--- src/rtl/drp_pkg.sv ---
// Shared types and constants for the DRP toggle controller: FSM state
// encoding and the width of the phase/window period registers.
package drp_pkg;

    localparam int unsigned PRD_W = 8;

    typedef enum logic [1:0] {
        DRP_IDLE = 2'b00,
        DRP_RP   = 2'b01,
        DRP_RD   = 2'b10,
        DRP_ATT  = 2'b11
    } drp_state_e;

endpackage

--- src/rtl/drp_att_dbnc.sv ---
// CC attach qualifier: 2-flop synchronizer into a saturating debounce counter
// that only accumulates while the controller sits in its Rd phase.
module drp_att_dbnc #(
    parameter int unsigned DBNC_W = 2
) (
    input  logic clk,
    input  logic rstz,
    input  logic cc_attach_i,
    input  logic count_en_i,
    output logic sat_o
);

    localparam logic [DBNC_W-1:0] DBNC_MAX = '1;

    logic              sync1_q;
    logic              sync2_q;
    logic [DBNC_W-1:0] dbnc_q;
    logic [DBNC_W-1:0] dbnc_d;

    // Any gap in the qualified flag restarts the debounce from zero.
    always_comb begin
        dbnc_d = '0;
        if (count_en_i && sync2_q) begin
            dbnc_d = (dbnc_q == DBNC_MAX) ? dbnc_q : dbnc_q + DBNC_W'(1);
        end
    end

    // Saturation is flagged on the edge the counter would reach its maximum.
    assign sat_o = (dbnc_d == DBNC_MAX);

    always_ff @(posedge clk or negedge rstz) begin
        if (!rstz) begin
            sync1_q <= 1'b0;
            sync2_q <= 1'b0;
            dbnc_q  <= '0;
        end else begin
            sync1_q <= cc_attach_i;
            sync2_q <= sync1_q;
            dbnc_q  <= dbnc_d;
        end
    end

endmodule

--- src/rtl/drp_toggle_ctl.sv ---
// DRP Rp/Rd toggle controller for the stand-by oscillator domain.
// Attach detection is built only when DRP_ATTACH_DET_EN is defined.
module drp_toggle_ctl
    import drp_pkg::*;
#(
    parameter int unsigned DBNC_W = 2
) (
    input  logic             clk,
    input  logic             rstz,
    input  logic             r_drp_osc,
    input  logic             r_imp_osc,
    input  logic             r_stb_rp,
    input  logic             r_rd_enb,
    input  logic             r_dnchk_en,
    input  logic [PRD_W-1:0] r_drp_prd,
    input  logic [PRD_W-1:0] r_imp_prd,
    input  logic             cc_attach,
    output logic             drp_osc,
    output logic             stb_rp,
    output logic             rd_enb,
    output logic             dnchk_en,
    output logic             attach_wkup,
    output logic [1:0]       drp_st
);

    drp_state_e       state_q, state_d;
    logic [PRD_W-1:0] cnt_q, cnt_d;
    logic [PRD_W-1:0] win_cnt_q, win_cnt_d;
    logic             win_on_q, win_on_d;
    logic             attach_wkup_q, attach_wkup_d;
    logic             drp_osc_q, stb_rp_q, rd_enb_q, dnchk_en_q;
    logic             att_hit;

`ifdef DRP_ATTACH_DET_EN
    drp_att_dbnc #(
        .DBNC_W (DBNC_W)
    ) u_att_dbnc (
        .clk         (clk),
        .rstz        (rstz),
        .cc_attach_i (cc_attach),
        .count_en_i  (r_drp_osc && (state_q == DRP_RD)),
        .sat_o       (att_hit)
    );
`else
    logic [DBNC_W:0] unused_att;
    assign unused_att = {{DBNC_W{1'b0}}, cc_attach};
    assign att_hit    = 1'b0;
`endif

    // Phase sequencing; the window counter runs alongside the phase counter
    // and is only reloaded at RP entry, so it can never outlive the phase.
    always_comb begin
        state_d       = state_q;
        cnt_d         = cnt_q;
        win_cnt_d     = win_cnt_q;
        win_on_d      = 1'b0;
        attach_wkup_d = attach_wkup_q;
        if (!r_drp_osc) begin
            state_d       = DRP_IDLE;
            cnt_d         = '0;
            win_cnt_d     = '0;
            attach_wkup_d = 1'b0;
        end else begin
            case (state_q)
                DRP_IDLE: begin
                    state_d   = DRP_RP;
                    cnt_d     = r_drp_prd;
                    win_cnt_d = r_imp_prd;
                    win_on_d  = 1'b1;
                end
                DRP_RP: begin
                    if (cnt_q == '0) begin
                        state_d = DRP_RD;
                        cnt_d   = r_drp_prd;
                    end else begin
                        cnt_d = cnt_q - PRD_W'(1);
                        if (win_on_q && (win_cnt_q != '0)) begin
                            win_on_d  = 1'b1;
                            win_cnt_d = win_cnt_q - PRD_W'(1);
                        end
                    end
                end
                DRP_RD: begin
                    if (att_hit) begin
                        state_d       = DRP_ATT;
                        cnt_d         = '0;
                        attach_wkup_d = 1'b1;
                    end else if (cnt_q == '0) begin
                        state_d   = DRP_RP;
                        cnt_d     = r_drp_prd;
                        win_cnt_d = r_imp_prd;
                        win_on_d  = 1'b1;
                    end else begin
                        cnt_d = cnt_q - PRD_W'(1);
                    end
                end
                default: ;
            endcase
        end
    end

    // Outputs are decoded from next-state so they line up with drp_st.
    always_ff @(posedge clk or negedge rstz) begin
        if (!rstz) begin
            state_q       <= DRP_IDLE;
            cnt_q         <= '0;
            win_cnt_q     <= '0;
            win_on_q      <= 1'b0;
            attach_wkup_q <= 1'b0;
            drp_osc_q     <= 1'b0;
            stb_rp_q      <= 1'b0;
            rd_enb_q      <= 1'b0;
            dnchk_en_q    <= 1'b0;
        end else begin
            state_q       <= state_d;
            cnt_q         <= cnt_d;
            win_cnt_q     <= win_cnt_d;
            win_on_q      <= win_on_d;
            attach_wkup_q <= attach_wkup_d;
            drp_osc_q     <= (state_d == DRP_RP);
            stb_rp_q      <= (state_d == DRP_IDLE) ? r_stb_rp : (state_d == DRP_RP);
            rd_enb_q      <= (state_d == DRP_IDLE) ? r_rd_enb : (state_d == DRP_RP);
            dnchk_en_q    <= r_dnchk_en | (win_on_d & r_imp_osc);
        end
    end

    assign drp_osc     = drp_osc_q;
    assign stb_rp      = stb_rp_q;
    assign rd_enb      = rd_enb_q;
    assign dnchk_en    = dnchk_en_q;
    assign attach_wkup = attach_wkup_q;
    assign drp_st      = state_q;

endmodule

--- config.mk ---
export PLATFORM = sky130hd
export DESIGN_NAME = drp_toggle_ctl
export DESIGN_NICKNAME = d
export VERILOG_FILES = /design/src/rtl/drp_pkg.sv /design/src/rtl/drp_att_dbnc.sv /design/src/rtl/drp_toggle_ctl.sv
export SDC_FILE = /design/constraint.sdc
export NUM_CORES = 1
export LEC_CHECK = 0
export ABC_AREA = 1
export BUFFER_PORTS_ARGS = -buffer_cell sky130_fd_sc_hd__buf_4
export CAP_MARGIN = 15
export CORE_MARGIN = 5
export CORE_UTILIZATION = 51
export CTS_CLUSTER_DIAMETER = 200
export DETAILED_ROUTE_END_ITERATION = 8
export PLACE_DENSITY = 0.85
export SLEW_MARGIN = 20
export SYNTH_ARGS = -nofsm -noshare
export SYNTH_HDL_FRONTEND = slang
export SYNTH_SLANG_ARGS = --single-unit
--- constraint.sdc ---
create_clock -name clk -period 1.8 [get_ports clk]
set_input_delay 0.36 -clock clk [delete_from_list [all_inputs] [get_ports clk]]
set_output_delay 0.36 -clock clk [all_outputs]
set_load 0.05 [all_outputs]
After elaboration in Yosys (flattened, before gate mapping)
Index checks and enable logic that the tools add are counted.

Logic and storage cells: 46. Output and inout bits: 7. Bits of input ports: 24. Flip-flop bits (word level): 23.

Multiplexer cells: 19. Equality and inequality tests: 8. $add $sub $neg: 2. Bitwise logic cells: 2. Reductions and logical operators: 7.

Operators with widths (count): $mux W8 (6); $pmux W8 S3 (1); $pmux W8 S2 (1); $sub A8 B1 Y8 const B (2); $ne A3 B3 Y1 const B (3); $logic_not A8 Y1 (1); $reduce_bool A8 Y1 (1); $mux W1 (6); $mux W2 (3); $pmux W2 S3 (1); $eq A2 B1 Y1 const B (2); $logic_not A2 Y1 (2); $ne A4 B1 Y1 const B (1); $reduce_and A4 Y1 (1); $ne A3 B2 Y1 const B (1); $pmux W1 S3 (1); $eq A2 B2 Y1 const B (1); $reduce_or A2 Y1 (1); $and A1 B1 Y1 (1); $logic_and A1 B1 Y1 (1); $or A1 B1 Y1 (1).

Longest topological paths before layout
Gate-level depths: netlist (run 1).

Depth in word-level cells: 8. Mapped depth: 10. Mapped depth without buffers: 10.

Least setup slack after synthesis (run 1)
OpenSTA, ideal clock, no wires.

Path type: register -> register. Start point: reg state_q[0] (netlist: drp_st[0]). End point: reg cnt_q[3]. Slack: -118 ps. Data arrival time: 1794 ps. Library setup time: 124 ps. Period minus slack after synthesis: 1918 ps. Cell stages (with the launch flop): 9. Cells stage by stage: dfrtp_1 -> inv_1 -> ha_1 -> nor3_4 -> inv_2 -> nand2_1 -> inv_2 -> o211ai_1 -> nand2_1.

Longest elaborated chain between the ends: 4. Elaborated cells between the ends (all ways): 7. Those cells by class: 3 x eq/ne; 2 x mux; 2 x reduce/logical.

RTL lines: start: declaration (line drp_toggle_ctl.sv:26) `drp_state_e state_q, state_d;`; start signal: assignment (line drp_toggle_ctl.sv:115) `state_q <= state_d;`; $eq A2 B2 Y1 or $eq A2 B1 Y1 (tied branches) (line drp_toggle_ctl.sv:64) `case (state_q)`; $reduce_or A2 Y1 (no source line); $pmux W8 S2 (line drp_toggle_ctl.sv:64); $mux W8 (line drp_toggle_ctl.sv:58) `if (!r_drp_osc) begin`; end signal: assignment (line drp_toggle_ctl.sv:116) `cnt_q <= cnt_d;`; end: declaration (line drp_toggle_ctl.sv:27) `logic [PRD_W-1:0] cnt_q, cnt_d;`.

Several ways; a longest one is shown, not always the timed one. A chain may end at the register's enable or synchronous reset.

Worst setup path after layout (run 1)
Start point: reg cnt_q[0]. End point: reg win_cnt_q[1].

Longest elaborated chain between the ends: 3. Elaborated cells between the ends (all ways): 4. Those cells by class: 2 x eq/ne; 2 x reduce/logical.

RTL lines: $logic_not A8 Y1 (*) (line drp_toggle_ctl.sv:72, drp_toggle_ctl.sv:88); $ne A3 B3 Y1 (no source line); $reduce_and A4 Y1 (no source line) (*); end signal: assignment (line drp_toggle_ctl.sv:117) `win_cnt_q <= win_cnt_d;`; end: declaration (line drp_toggle_ctl.sv:28) `logic [PRD_W-1:0] win_cnt_q, win_cnt_d;`.

Every way passes the cells marked *; elsewhere a longest branch is shown, timed or not.

==> results.py, run 1 <==
metrics = {
    "status": {
        "status": "complete, no violations",
    },
    "logic_synthesis": {
        "seq_area_frac_synth_pct": 36.2,
        "postSynthAreaPerCell_um2": 6.86,
        "syn_nets": 264,
        "synthFlopType": "dfrtp_1",
        "synth_edf_count": 0,
        "netlist_instances": 232,
        "yosys_register_bits": 23,
        "synth.distinct_cells": 25,
        "yosys_warnings": 0,
        "synth-async-reset-ratio_pct": 100,
        "syn_area_um2": 1590,
    },
    "detailed_routing": {
        "dr.pass1.iters": 4,
        "wl_per_cell_um": 10.9,
        "wl_mm": 3.38,
        "drtIter0Drc": 71,
        "viasPerCell": 4.84,
        "dr_total_vias": 1499,
        "drc": 0,
        "ant_nets": 0,
    },
    "clock_tree": {
        "cts_tree": "yes",
        "h-tree-depth": 1,
        "cts_max_path_buffers": 2,
        "cts_buffers": 3,
        "clk_pin_slew_ps": 130,
        "clock_latency_ps": 310,
        "root_buffer": "clkbuf_4",
        "cts_sinks": 23,
    },
    "critical_path": {
        "slowest_stage": "dfrtp_1",
        "cp-end-kind": "register",
        "path_max_fanout": 8,
        "r2r_cells": 11,
        "cp_num_buf_inv": 3,
        "worstPathRequired_ps": 2060,
        "crit_start": "cnt_q[0]",
        "slowest_delay_ps": 400,
        "crit_top_cell": "nand2_1",
        "start_kind": "register",
        "worstReg2RegEnd": "win_cnt_q[1]",
        "crit_type": "reg2reg",
        "r2r_start": "cnt_q[0]",
        "crit_chain": "inv_1 > ha_1 > nand2_1 > nor2_4 > buf_4 > inv_2 > nand2_1 > nand2_2 > nand2_4 > nand2_1 > nand2_1",
        "cp.depth": 11,
        "cp.arrival_ps": 1910,
        "crit_end": "win_cnt_q[1]",
        "path_delay_family": "simple AND/OR/NAND/NOR gates",
        "regToRegSetupSlack_ps": 150,
    },
    "pwr": {
        "leakagePower_nw": 1.03,
        "ir_drop_mv": 0.703,
        "p_per_area_nw_per_um2": 1460,
    },
    "timing": {
        "fin_worst_skew_ps": 2.21,
        "slew_violations": 0,
        "setup_viol": 0,
        "worst_slack_ps": 146,
        "fin_setup_tns_ps": 0,
        "min_period_ps": 1650,
        "fmaxAchievable_mhz": 605,
        "fin_crit_sh_pct": 91.9,
        "grt_setup_unrepaired": "false",
        "hold_violations": 0,
    },
    "finish": {
        "n_antenna_cell": 0,
        "area_delta_synth_final_pct": 19.9,
        "nets": 299,
        "drive_gt1_share_pct": 19.5,
        "multi_input_area_um2": 882,
        "fillers": 301,
        "seqCellArea_um2": 578,
    },
    "min_path": {
        "hold_path.class": "in2reg",
    },
    "grt": {
        "grtUsageTotal_pct": 16.8,
        "grt_pass1_vias": 1409,
        "grt_pass1_wl_mm": 5.80,
        "antenna_found_initial": 0,
        "globalRouteOverflowTotal": 0,
        "grt_max_degree": 24,
    },
    "die": {
        "fp-row-count": 20,
        "core_area_um2": 3030,
        "chipWidth_um": 65.9,
        "die_h_um": 65.9,
        "die_area_um2": 4340,
        "start_util_pct": 52.6,
        "pin_count": 31,
    },
    "placement": {
        "dp_hpwl_mm": 2.65,
        "gp_congestion": 0.858,
        "place_ws_ps": 96.1,
        "portBuffers": 28,
    },
    "job": {
        "maxCapViolCount": 0,
    },
}
## layer usage
metal | GRT usage (%) | part of all wire [%]
met3 | 2.89 | 4.2
met5 | 0 | 0
met2 | 29.3 | 52
met1 | 20.5 | 44
met4 | 6.22 | 0.71
## worst register-to-register path: stages, from the launching register on
cell and delay (ps):
dfrtp_1 400, inv_1 140, ha_1 160, nand2_1 80, nor2_4 170, buf_4 170
inv_2 40, nand2_1 80, nand2_2 110, nand2_4 130, nand2_1 60, nand2_1 60
## layout by cell type (no fill, tap or decap)
master         instances
a21oi_1                3
buf_4                 31
clkbuf_1               1
clkbuf_4               3
conb_1                 1
dfrtp_1               21
dfrtp_2                2
dlygate4sd3_1          1
ha_1                   8
inv_1                 28
inv_2                  5
nand2_1               80
nand2_2                3
nand2_4                4
nand3_1               18
nand4_1                3
nor2_1                23
nor2_2                 1
nor2_4                 2
nor3_1                 2
nor3_4                 1
o211ai_1               3
o21ai_0               12
o21ai_1                3
o21bai_1               2
o22ai_1                2
or2_1                  1
xnor2_1                1
xor2_1                 1
## worst min-delay path by stage
stage / start / endpoint / slack [ps] / cells past startpoint
6_report: r_dnchk_en / dnchk_en / 230 / 3
5_1_grt: r_dnchk_en / dnchk_en / 220 / 3
4_1_cts: r_dnchk_en / dnchk_en / 230 / 3
3_5_place_dp: rstz / cnt_q[3] / 270 / 1
3_3_place_gp: rstz / cnt_q[3] / 270 / 1
2_1_floorplan: rstz / cnt_q[0] / 60 / 0
## Yosys cell counts, types with 2 or more instances
| cell type | n | share of area [%] |
|---|---|---|
| nand2_4 | 4 | 2.8 |
| nor2_2 | 2 | 0.79 |
| buf_4 | 2 | 0.94 |
| nand4_1 | 3 | 1.2 |
| inv_2 | 5 | 1.2 |
| a21oi_1 | 3 | 0.94 |
| o211ai_1 | 3 | 1.4 |
| ha_1 | 8 | 6.3 |
| nand3_1 | 18 | 5.7 |
| o22ai_1 | 2 | 0.79 |
| o21ai_1 | 3 | 0.94 |
| o21ai_0 | 12 | 3.8 |
| dfrtp_1 | 23 | 36 |
| nor3_1 | 2 | 0.63 |
| nor2_1 | 23 | 5.4 |
| nand2_2 | 3 | 1.2 |
| o21bai_1 | 2 | 0.94 |
| inv_1 | 28 | 6.6 |
| nand2_1 | 80 | 19 |
## where the power goes
part	internal, mW	switching, mW	total [mW]
combinational	0.607	1.07	1.68
clock	0.0865	0.157	0.244
sequential	0.700	0.170	0.870
## cell type report
class	count	share of cell area [%]
clock buffer	4	1.38
inverter	33	6.49
multi-input combinational	174	46.2
sequential	23	30.3
tap	44	2.89
timing repair buffer	32	12.7
## cells by family (layout without fill, tap and decap cells)
| group | after synthesis | in the layout | share of synthesized area (%) |
|---|---|---|---|
| and+or+nand+nor | 138 | 138 | 38.7 |
| buffers and inverters | 35 | 69 | 8.73 |
| AOI/OAI and AO/OA | 25 | 25 | 8.80 |
| DFF | 23 | 23 | 36.2 |
| adders and majority gates | 8 | 8 | 6.29 |
| xor gates and xnor gates | 2 | 2 | 1.10 |
| other | 1 | 1 | 0.236 |
## per-stage QoR
| stage | hold slack, ps | std cells | utilization, % | power [mW] | instance area (µm²) |
|---|---|---|---|---|---|
| 4_1_cts | 226 | 310 | 62.9 | 2.80 | 1900 |
| 5_1_grt | 222 | 310 | 63.0 | 3.09 | 1910 |
| 3_5_place_dp | 272 | 305 | 61.7 | 2.55 | 1870 |
| 3_3_place_gp | 271 | 305 | 61.7 | 2.49 | 1870 |
| 2_1_floorplan | 64.4 | 232 | - | 2.15 | 1590 |
| 6_report | 229 | 310 | 63.0 | 2.79 | 1910 |
## flip-flops by register name, summed over array words and instances (netlist names)
name	count
stb_rp	1
drp_st	2
dnchk_en	1
rd_enb	1
drp_osc	1
win_cnt_q	8
cnt_q	8
win_on_q	1
## what timing repair did
action	CTS	global route
hold endpoints to repair	23	0
resized for setup	0	1
hold buffers	1	0
setup buffers	0	0
endpoints found under the setup margin	0	4
No activity file was read; power rests on OpenSTA's default activity.
==> run 2: changes to the inputs <==
--- a/config.mk
+++ b/config.mk
@@ -6,13 +6,13 @@
 export NUM_CORES = 1
 export LEC_CHECK = 0
 export ABC_AREA = 1
-export BUFFER_PORTS_ARGS = -buffer_cell sky130_fd_sc_hd__buf_4
 export CAP_MARGIN = 15
 export CORE_MARGIN = 5
 export CORE_UTILIZATION = 51
 export CTS_CLUSTER_DIAMETER = 200
 export DETAILED_ROUTE_END_ITERATION = 8
-export PLACE_DENSITY = 0.85
+export DONT_BUFFER_PORTS = 1
+export PLACE_DENSITY = 0.76
 export SLEW_MARGIN = 20
 export SYNTH_ARGS = -nofsm -noshare
 export SYNTH_HDL_FRONTEND = slang
==> run 2 against run 1 <==
Compared with the run above: final cell count fell by 8.1%; non-clock buffer count decreased by 25; largest cell class unchanged; worst setup slack improved by 16 ps; utilization decreased by 6.2 points.
==> results.py, run 2 (synthesis results as in run 1) <==
metrics = {
    "clock_tree": {
        "clk_pin_slew_ps": 130,
        "cts_sinks": 23,
        "root_buffer": "clkbuf_4",
        "clock_latency_ps": 310,
        "cts_setup_buffers": 0,
        "cts_max_path_buffers": 2,
        "cts_tree": "yes",
        "cts_buffers": 3,
        "h-tree-depth": 1,
    },
    "die": {
        "pin_count": 31,
        "die_h_um": 65.9,
        "fp-row-count": 20,
        "die_area_um2": 4340,
        "start_util_pct": 52.6,
        "chipWidth_um": 65.9,
        "core_area_um2": 3030,
    },
    "timing": {
        "grt_setup_unrepaired": "false",
        "tightest_slew_ps": 536,
        "slew_violations": 0,
        "fin_worst_skew_ps": 2.60,
        "fin_setup_tns_ps": 0,
        "maxSlewHeadroom_pct": 64.3,
        "hold_violations": 0,
        "fmaxAchievable_mhz": 611,
        "min_period_ps": 1640,
        "setup_viol": 0,
        "fin_crit_sh_pct": 91.0,
    },
    "detailed_routing": {
        "drtIter0Drc": 81,
        "wl_per_cell_um": 11.6,
        "drc": 0,
        "ant_nets": 0,
        "viasPerCell": 4.98,
        "dr.pass1.iters": 4,
        "wl_mm": 3.31,
        "dr_total_vias": 1418,
    },
    "critical_path": {
        "start_kind": "register",
        "crit_start": "cnt_q[0]",
        "worstPathRequired_ps": 2060,
        "r2r_start": "cnt_q[0]",
        "worstReg2RegEnd": "win_cnt_q[7]",
        "cp.arrival_ps": 1900,
        "crit_type": "reg2reg",
        "path_max_fanout": 8,
        "r2r_cells": 11,
        "regToRegSetupSlack_ps": 160,
        "cp-end-kind": "register",
    },
    "placement": {
        "dp_hpwl_mm": 2.50,
        "portBuffers": 0,
        "gp_congestion": 0.847,
    },
    "finish": {
        "n_antenna_cell": 0,
        "drive_gt1_share_pct": 12.9,
        "area_delta_synth_final_pct": 8.02,
        "nets": 274,
        "final_cell_mix": "nand2_1 (80), inv_1 (25), nor2_1 (23), dfrtp_1 (21), nand3_1 (18)",
        "final_common_cell": "nand2_1",
    },
    "grt": {
        "grt.busiest_layer": "met2",
        "grtUsageMet3_pct": 2.72,
        "grt_max_degree": 24,
        "antenna_found_initial": 0,
        "globalRouteOverflowTotal": 0,
        "grt_pass1_vias": 1303,
        "grtUsageTotal_pct": 16.6,
        "globalRouteMet1Util_pct": 21.0,
        "grt_pass1_wl_mm": 5.64,
        "gr-usage-met2_pct": 28.9,
    },
    "pwr": {
        "p_per_area_nw_per_um2": 1600,
        "ir_drop_mv": 0.741,
        "leakagePower_nw": 0.905,
        "total_power_mw": 2.74,
    },
    "status": {
        "status": "complete, no violations",
    },
    "min_path": {
        "hold_path.class": "in2async",
    },
    "job": {
        "maxCapViolCount": 0,
    },
}
[run 2: cell type report]
class	count	area (µm²)
fill	297	1310
inverter	33	124
timing repair buffer	7	53.8
sequential	23	578
multi-input combinational	174	882
tap	44	55.1
clock buffer	4	26.3
[run 2: critical path, cell delays in order (launching register included)]
cell	delay, ps
dfrtp_1	410
inv_2	100
ha_1	170
nand2_1	90
nor2_4	160
buf_4	180
inv_2	40
nand2_1	80
nand2_2	110
nand2_4	130
nand2_1	60
nand2_1	60
[run 2: per-layer routing]
layer,wire [µm],vias to the layer above
li1,-,742
met1,1500,648
met2,1650,24
met3,129,4
met4,31,0
met5,0,-
[run 2: worst max path at each step]
stage	endpoint	slack, ps	cells past startpoint
after global routing	rd_enb	7	10
after floorplan	cnt_q[3]	50	8
after detailed placement	win_cnt_q[7]	90	9
final	win_cnt_q[7]	160	11
after global placement	win_cnt_q[6]	140	9
after CTS	win_cnt_q[7]	50	9
[run 2: power breakdown]
| part | internal, mW | switching, mW |
|---|---|---|
| logic | 0.568 | 1.00 |
| registers | 0.699 | 0.233 |
| clock network | 0.0866 | 0.155 |
[run 2: stage by stage]
stage / cells / hold slack [ps] / setup slack [ps] / area [µm²] / utilization [%]
floorplan: 232 / 64.4 / 54.3 / 1590 / -
global placement: 280 / 65.2 / 137 / 1680 / 55.5
detailed placement: 280 / 65.1 / 85.2 / 1680 / 55.5
CTS: 285 / 133 / 50.9 / 1720 / 56.7
global route: 285 / 37.8 / 7.47 / 1720 / 56.8
finish: 285 / 8.21 / 162 / 1720 / 56.8
[run 2: what timing repair did]
item | CTS | global route
resized for setup | 0 | 5
setup endpoints to repair | 0 | 11
hold buffers | 1 | 0
hold endpoints to repair | 23 | 0
